### config.mk
export PLATFORM = sky130hd
export DESIGN_NAME = dmem_arbiter
export DESIGN_NICKNAME = d
export VERILOG_FILES = /design/src/rtl/dmem_arbiter.sv
export SDC_FILE = /design/constraint.sdc
export NUM_CORES = 1
export LEC_CHECK = 0
export ABC_AREA = 1
export BUFFER_PORTS_ARGS = -buffer_cell sky130_fd_sc_hd__buf_2
export CORE_AREA = 2 2 123 125
export CTS_CLUSTER_SIZE = 10
export DETAILED_ROUTE_END_ITERATION = 12
export DIE_AREA = 0 0 125 127
export PLACE_DENSITY = 0.53
export SKIP_LAST_GASP = 1
export SLEW_MARGIN = 10
export SYNTH_ARGS = -nofsm -noshare
export SYNTH_HDL_FRONTEND = slang
export SYNTH_SLANG_ARGS = --single-unit
### constraint.sdc
create_clock -name clk -period 2.01 [get_ports clk]
set_input_delay 0.402 -clock clk [delete_from_list [all_inputs] [get_ports clk]]
set_output_delay 0.402 -clock clk [all_outputs]
set_load 0.02 [all_outputs]
### src/rtl/dmem_arbiter.sv
// Round-robin arbiter sharing the sccomp data memory between the CPU port and a debug/loader port.
// Build option ARB_PERF_EN adds the cpu_wait_cnt / dbg_gnt_cnt performance counters.
module dmem_arbiter #(
  parameter int AW       = 32,
  parameter int DW       = 32,
  parameter int MAX_LOCK = 16
) (
  input  logic            clk,
  input  logic            rst,
  input  logic            cpu_req,
  input  logic            cpu_we,
  input  logic [AW-1:0]   cpu_addr,
  input  logic [DW-1:0]   cpu_wdata,
  input  logic [DW/8-1:0] cpu_wstrb,
  output logic            cpu_gnt,
  output logic            cpu_rvalid,
  output logic [DW-1:0]   cpu_rdata,
  input  logic            dbg_req,
  input  logic            dbg_we,
  input  logic [AW-1:0]   dbg_addr,
  input  logic [DW-1:0]   dbg_wdata,
  input  logic [DW/8-1:0] dbg_wstrb,
  output logic            dbg_gnt,
  output logic            dbg_rvalid,
  output logic [DW-1:0]   dbg_rdata,
  input  logic            dbg_lock,
  output logic            mem_en,
  output logic            mem_we,
  output logic [AW-1:0]   mem_addr,
  output logic [DW-1:0]   mem_wdata,
  output logic [DW/8-1:0] mem_wstrb,
  input  logic [DW-1:0]   mem_rdata
`ifdef ARB_PERF_EN
  ,
  output logic [31:0]     cpu_wait_cnt,
  output logic [31:0]     dbg_gnt_cnt
`endif
);

  localparam int SW = DW / 8;
  localparam int CW = $clog2(MAX_LOCK + 1);

  typedef enum logic [1:0] {ARB_CPU, ARB_DBG, ARB_LOCK} arb_state_t;
  typedef enum logic [1:0] {TAG_NONE, TAG_CPU, TAG_DBG} rd_tag_t;

  typedef struct packed {
    logic          en;
    logic          we;
    logic [AW-1:0] addr;
    logic [DW-1:0] wdata;
    logic [SW-1:0] wstrb;
  } mem_cmd_t;

  arb_state_t    state;
  rd_tag_t       rd_tag;
  logic [CW-1:0] lock_cnt;
  logic [CW-1:0] lock_cnt_nxt;
  logic          lock_inc;
  logic          force_break;
  mem_cmd_t      cmd;

  // Grants are combinational so the CPU sees the stall in the same cycle it asks.
  always_comb begin
    cpu_gnt = 1'b0;
    dbg_gnt = 1'b0;
    if (!rst) begin
      if (state == ARB_CPU) begin
        cpu_gnt = cpu_req;
        dbg_gnt = dbg_req && !cpu_req;
      end else begin
        dbg_gnt = dbg_req;
        cpu_gnt = cpu_req && !dbg_req;
      end
    end
  end

  always_comb begin
    cmd = '0;
    if (cpu_gnt) begin
      cmd.en    = 1'b1;
      cmd.we    = cpu_we;
      cmd.addr  = cpu_addr;
      cmd.wdata = cpu_wdata;
      cmd.wstrb = cpu_we ? cpu_wstrb : '0;
    end else if (dbg_gnt) begin
      cmd.en    = 1'b1;
      cmd.we    = dbg_we;
      cmd.addr  = dbg_addr;
      cmd.wdata = dbg_wdata;
      cmd.wstrb = dbg_we ? dbg_wstrb : '0;
    end
  end

  assign mem_en    = cmd.en;
  assign mem_we    = cmd.we;
  assign mem_addr  = cmd.addr;
  assign mem_wdata = cmd.wdata;
  assign mem_wstrb = cmd.wstrb;

  // The cycle the counter reaches MAX_LOCK is the last dbg grant before the CPU is let in.
  assign lock_inc     = (state == ARB_LOCK) && cpu_req && !cpu_gnt;
  assign lock_cnt_nxt = (lock_inc && lock_cnt != CW'(MAX_LOCK)) ? lock_cnt + 1'b1 : lock_cnt;
  assign force_break  = lock_inc && (lock_cnt_nxt == CW'(MAX_LOCK));

  always_ff @(posedge clk) begin
    if (rst) begin
      state    <= ARB_CPU;
      lock_cnt <= '0;
      rd_tag   <= TAG_NONE;
    end else begin
      if (cpu_gnt && !cpu_we)      rd_tag <= TAG_CPU;
      else if (dbg_gnt && !dbg_we) rd_tag <= TAG_DBG;
      else                         rd_tag <= TAG_NONE;

      case (state)
        ARB_CPU: begin
          if (cpu_gnt)      state <= ARB_DBG;
          else if (dbg_gnt) state <= dbg_lock ? ARB_LOCK : ARB_CPU;
        end
        ARB_DBG: begin
          if (dbg_gnt)      state <= dbg_lock ? ARB_LOCK : ARB_CPU;
          else if (cpu_gnt) state <= ARB_DBG;
        end
        ARB_LOCK: begin
          if (!dbg_lock || force_break) begin
            state    <= ARB_CPU;
            lock_cnt <= '0;
          end else begin
            lock_cnt <= lock_cnt_nxt;
          end
        end
        default: state <= ARB_CPU;
      endcase
    end
  end

  assign cpu_rvalid = !rst && (rd_tag == TAG_CPU);
  assign dbg_rvalid = !rst && (rd_tag == TAG_DBG);
  assign cpu_rdata  = cpu_rvalid ? mem_rdata : '0;
  assign dbg_rdata  = dbg_rvalid ? mem_rdata : '0;

`ifdef ARB_PERF_EN
  always_ff @(posedge clk) begin
    if (rst) begin
      cpu_wait_cnt <= '0;
      dbg_gnt_cnt  <= '0;
    end else begin
      if (cpu_req && !cpu_gnt) cpu_wait_cnt <= cpu_wait_cnt + 32'd1;
      if (dbg_gnt)             dbg_gnt_cnt  <= dbg_gnt_cnt + 32'd1;
    end
  end
`endif

endmodule
=== Word level (Yosys, flattened, before mapping) ===
Cells that the tools add are included.

* Flip-flop bits (word level): 9
* Bits in latches: 0
* Memory bits (writable): 0
* ROM bits: 0
* Bits of input ports: 175
* Output and inout bits: 138
* Logic and storage cells: 56
* Memories kept: 0

* $add $sub $neg: 1
* Multiply operators: 0
* Div/mod/pow operators: 0
* Order comparisons: 0
* Equal/unequal tests: 9
* Shift operators: 0
* Multiplexer cells: 21
* Bitwise operators: 0
* Reductions and logical operators: 21

{| class="wikitable"
|+ Operators with widths
! operator !! count
|-
| 2-to-1 mux 70 bit || 2
|-
| 2-to-1 mux 32 bit || 2
|-
| 2-to-1 mux 2 bit || 7
|-
| logical AND 1 bit || 10
|-
| 2-to-1 mux 5 bit || 2
|-
| 2-to-1 mux 4 bit || 2
|-
| zero test 1 bit || 7
|-
| != test 3 bit (second input constant) || 2
|-
| one-hot mux 2 bit (3 select lines) || 1
|-
| adder 5 x 1 -> 5 bit (second input constant) || 1
|-
| equality test 5 bit (second input constant) || 1
|-
| 2-to-1 mux 1 bit || 5
|-
| != test 5 bit (second input constant) || 1
|-
| equality test 2 x 1 -> 1 bit (second input constant) || 2
|-
| equality test 2 bit (second input constant) || 2
|-
| AND reduction 3 bit || 1
|-
| zero test 2 bit || 1
|-
| != test 2 x 1 -> 1 bit (second input constant) || 1
|-
| OR reduction 2 bit || 1
|-
| logical OR 1 bit || 1
|}

=== Depth between registers and ports, before layout ===
* Depth after elaboration: 13
* Depth in mapped cells: 11
* Mapped depth without buffers: 11

=== Least setup slack after synthesis ===
OpenSTA, ideal clock, no wires.

* Path kind: input -> output
* Start: input port rst
* End: output port dbg_rdata[10]
* Data arrival time: 1.846 ns
* Data required time: 1.608 ns
* Setup slack: -0.238 ns
* Stages: 5
* Path buffers: 2
* Cell sequence: buf_2 -> nor3_1 -> inv_1 -> clkbuf_1 -> nor2_1

* Longest elaborated chain between the ends: 3

{| class="wikitable"
|+ RTL lines
! element !! RTL line !! RTL
|-
| start: declaration || 9 || <nowiki>input logic rst,</nowiki>
|-
| zero test 1 bit || 138 || <nowiki>assign dbg_rvalid = !rst && (rd_tag == TAG_DBG);</nowiki>
|-
| logical AND 1 bit || 138 ||
|-
| via dbg_rvalid || 24 || <nowiki>output logic dbg_rvalid,</nowiki>
|-
| 2-to-1 mux 32 bit || 140 || <nowiki>assign dbg_rdata = dbg_rvalid ? mem_rdata : '0;</nowiki>
|-
| end: declaration || 25 || <nowiki>output logic [DW-1:0] dbg_rdata,</nowiki>
|}

The timed path passes the listed nets, and every way through them passes these cells.

=== Worst setup path after layout ===
* Start: register state[0]
* End: output port mem_we

* Longest elaborated chain between the ends: 5
* Elaborated cells on any way between the ends: 7
* Those cells by class: 6 x mux; 1 x reduce/logical

{| class="wikitable"
|+ RTL lines
! element !! RTL line !! RTL
|-
| start: declaration || 54 || <nowiki>arb_state_t state;</nowiki>
|-
| start signal: assignment || 118 || <nowiki>else if (dbg_gnt) state <= dbg_lock ? ARB_LOCK : ARB_CPU;</nowiki>
|-
| start signal: assignment || 121 || <nowiki>if (dbg_gnt) state <= dbg_lock ? ARB_LOCK : ARB_CPU;</nowiki>
|-
| zero test 2 bit * || 67 || <nowiki>if (state == ARB_CPU) begin</nowiki>
|-
| 2-to-1 mux 1 bit || 67 ||
|-
| 2-to-1 mux 1 bit || 66 || <nowiki>if (!rst) begin</nowiki>
|-
| 2-to-1 mux 70 bit || 85 || <nowiki>end else if (dbg_gnt) begin</nowiki>
|-
| 2-to-1 mux 70 bit * || 79 || <nowiki>if (cpu_gnt) begin</nowiki>
|-
| end: declaration || 28 || <nowiki>output logic mem_we,</nowiki>
|}

Every way passes the cells marked *; elsewhere a longest branch is shown, timed or not.

==> flow_metrics.tcl <==
set metrics [dict create \
    outcome "completed" \
    layout.nets 898 \
    synth_top_area_share_pct 43.0 \
    rrSetupSlack_ns 0.43 \
    io_buffers 312 \
    synth-xor-area-share_pct 0.947 \
    min_period_over_period_pct 97.4 \
    place_inst 899 \
    synthMuxAreaShare_pct 0 \
    die_w_um 125 \
    vias 3492 \
    die_area_um2 15900 \
    cp-end-kind "output pin" \
    start_util_pct 12.8 \
    worstPathRequired_ns 1.61 \
    post-route-min-period_ns 1.96 \
    fp.dieH_um 127 \
    clock_sinks 9 \
    vias_per_cell 3.86 \
    grt_setup_unrepaired "true" \
    worstSkewPairLatency_ns 0.23 \
    whs_endpoint "state[0]" \
    synth_warnings 0 \
    p_leak_nw 2.69 \
    clock_path_buffers 2 \
    layout_common_cells "buf_2 (312), nand2_1 (212), nor2_1 (69)" \
    cp_cell_sequence "nor3_2, inv_1, nand3_4, inv_4, buf_4, a22o_1, buf_2" \
    r2r-start "lock_cnt[0]" \
    setup_tns_ns 0 \
    async_reset_ff_share_pct 0 \
    peakVddDrop_v 0.000206 \
    synth_nets 589 \
    dr.pass1.iters 4 \
    clock.fmax_mhz 511 \
    min_path_cells 2 \
    synthTopCellsByArea "nand2_1 (43%), nor2_1 (14%), dfxtp_1 (9.7%), inv_1 (9.5%), nand3_1 (3.5%)" \
    clk_pin_slew_ns 0.04 \
    synthAdderAreaFrac_pct 1.35 \
    syn_area_um2 1850 \
    drive_gt1_share_pct 48.3 \
    grt_pass1_vias 3119 \
    maxCapViolCount 0 \
    grtUsageTotal_pct 12.1 \
    finClkSkew_ns 0.00143 \
    min_from "rst" \
    synth_top_area_cell "nand2_1" \
    worstMarginPinSlew_ns 0.261 \
    slew_headroom_pct 82.6 \
    avgSynthCellArea_um2 4.49 \
    grt_overflow_total 0 \
    routed_wl_mm 10.9 \
    synth_simple_gate_area_share_pct 66.4 \
    critPathTopFamily "buffers and inverters" \
    synth_compound_area_share_pct 6.29 \
    antenna_cells 0 \
    synth.distinct_cells 25 \
    powerDensity_nw_per_um2 324 \
    worst_r2r_path_depth 10 \
    critPathKind "reg -> out" \
    hold_viol 0 \
    fin_area_um2 3830 \
    grt_max_degree 45 \
    crit_slowest_cell "dfxtp_2" \
    htreeDepth 1 \
    ios 313 \
    startpoint "state[0]" \
    hold_class "in -> reg" \
    final_max_slew_viol_count 0 \
    hpwlAfterDp_mm 9.22 \
    synth_top_family_by_area "simple AND/OR/NAND/NOR gates" \
    cts_tree "yes" \
    cts_made_buffers 3 \
    post_drt_wl_per_cell_um 12.0 \
    setup.worst_path.start_class "flip-flop" \
    antenna_found_initial 1 \
    syn_inst 412 \
    core_um2 14400 \
    dominantRegCellSynth "dfxtp_1" \
    cts-root-buf "clkbuf_16" \
    grt_pass1_wl_mm 15.9 \
    synth_enable_flop_cells 0 \
    crit_buf_inv 4 \
    antenna_left 0 \
    rows 44 \
    cpPeakStageDelay_ns 0.34 \
    synth_seq_cells 9 \
    fin_cells 904 \
    area_growth_pct 107 \
    drc_errors 0 \
    final_common_cell "buf_2" \
    place_area_um2 3700 \
    rr_endpoint "lock_cnt[4]" \
    gp_congestion 0.824 \
    drt_iter0_drc 124 \
    crit_fanout 9 \
    setup_viol 0 \
    ys_seq_area_share_pct 9.74 \
    arrival_ns 1.56 \
    post-cts-setup-buffers 0 \
]
registers in the layout, indices dropped and copies added (netlist names):
name / cells
lock_cnt: 5
rd_tag: 2
state: 2
worst register-to-register path, stage by stage (launching register included):
cell	delay [ns]
dfxtp_1	0.40
inv_1	0.08
ha_1	0.21
nand3_2	0.11
nand3_4	0.14
nand2_1	0.10
o21ai_2	0.06
nor2_1	0.13
nand2_2	0.10
nand3_1	0.08
a21oi_1	0.06
power breakdown:
group | switching, mW | internal (mW) | leakage (nW) | total [mW]
logic | 0.424 | 0.287 | 2.58 | 0.710
clock network | 0.0804 | 0.265 | 0.0382 | 0.345
registers | 0.00507 | 0.184 | 0.0738 | 0.189
total | 0.509 | 0.735 | 2.69 | 1.24
cells by family (layout without fill, tap and decap cells):
logic type,after synthesis,in the layout
AND/OR/NAND/NOR,307,307
flip-flops,9,9
AO/OA/AOI/OAI,19,19
adder cells (fa/ha/maj),2,2
XOR/XNOR,2,2
buffers and inverters,73,381
layer usage:
| metal | track usage (%) | routed length [µm] | up-vias |
|---|---|---|---|
| met4 | 0.980 | 31 | 2 |
| met3 | 2.14 | 1090 | 4 |
| met2 | 22.0 | 5390 | 209 |
| met5 | 0 | 13 | - |
| li1 | - | - | 1829 |
| met1 | 15.6 | 4330 | 1448 |
metrics by stage:
step	worst slack, ns	util, %	total power, mW	hold WS [ns]
2_1_floorplan	-0.00507	-	0.530	0.474
3_3_place_gp	0.0714	25.7	0.896	0.509
3_5_place_dp	0.0624	25.7	0.894	0.511
4_1_cts	0.00285	26.2	1.24	0.409
5_1_grt	-0.0250	26.6	1.33	0.414
6_report	0.0515	26.6	1.24	0.401
Yosys cell counts, types with 3 or more instances:
library cell and n:
a21oi_1 7, buf_2 7, clkbuf_1 15, dfxtp_1 9, inv_1 47, inv_2 4, nand2_1 212, nand3_1 13
nand4_1 3, nor2_1 69, o21ai_0 5
worst max-delay path by stage:
| stage | cells past startpoint | end |
|---|---|---|
| final | 7 | mem_we |
| after detailed placement | 10 | mem_addr[17] |
| after CTS | 8 | mem_addr[17] |
| after global routing | 8 | mem_addr[17] |
| after floorplan | 5 | dbg_rdata[10] |
| after global placement | 10 | mem_addr[17] |
repair_timing:
item / 4_1_cts / 5_1_grt
resized for setup: 0 / 8
hold buffers: 0 / 0
endpoints found under the setup margin: 0 / 68
cell type report:
type,instances,area (µm²)
fill,1694,10600
timing repair buffer,326,1740
multi-input combinational,330,1410
tap,184,230
inverter,51,194
sequential,9,183
clock buffer,4,78.8
Note: power is estimated with default switching activity, not from simulation.
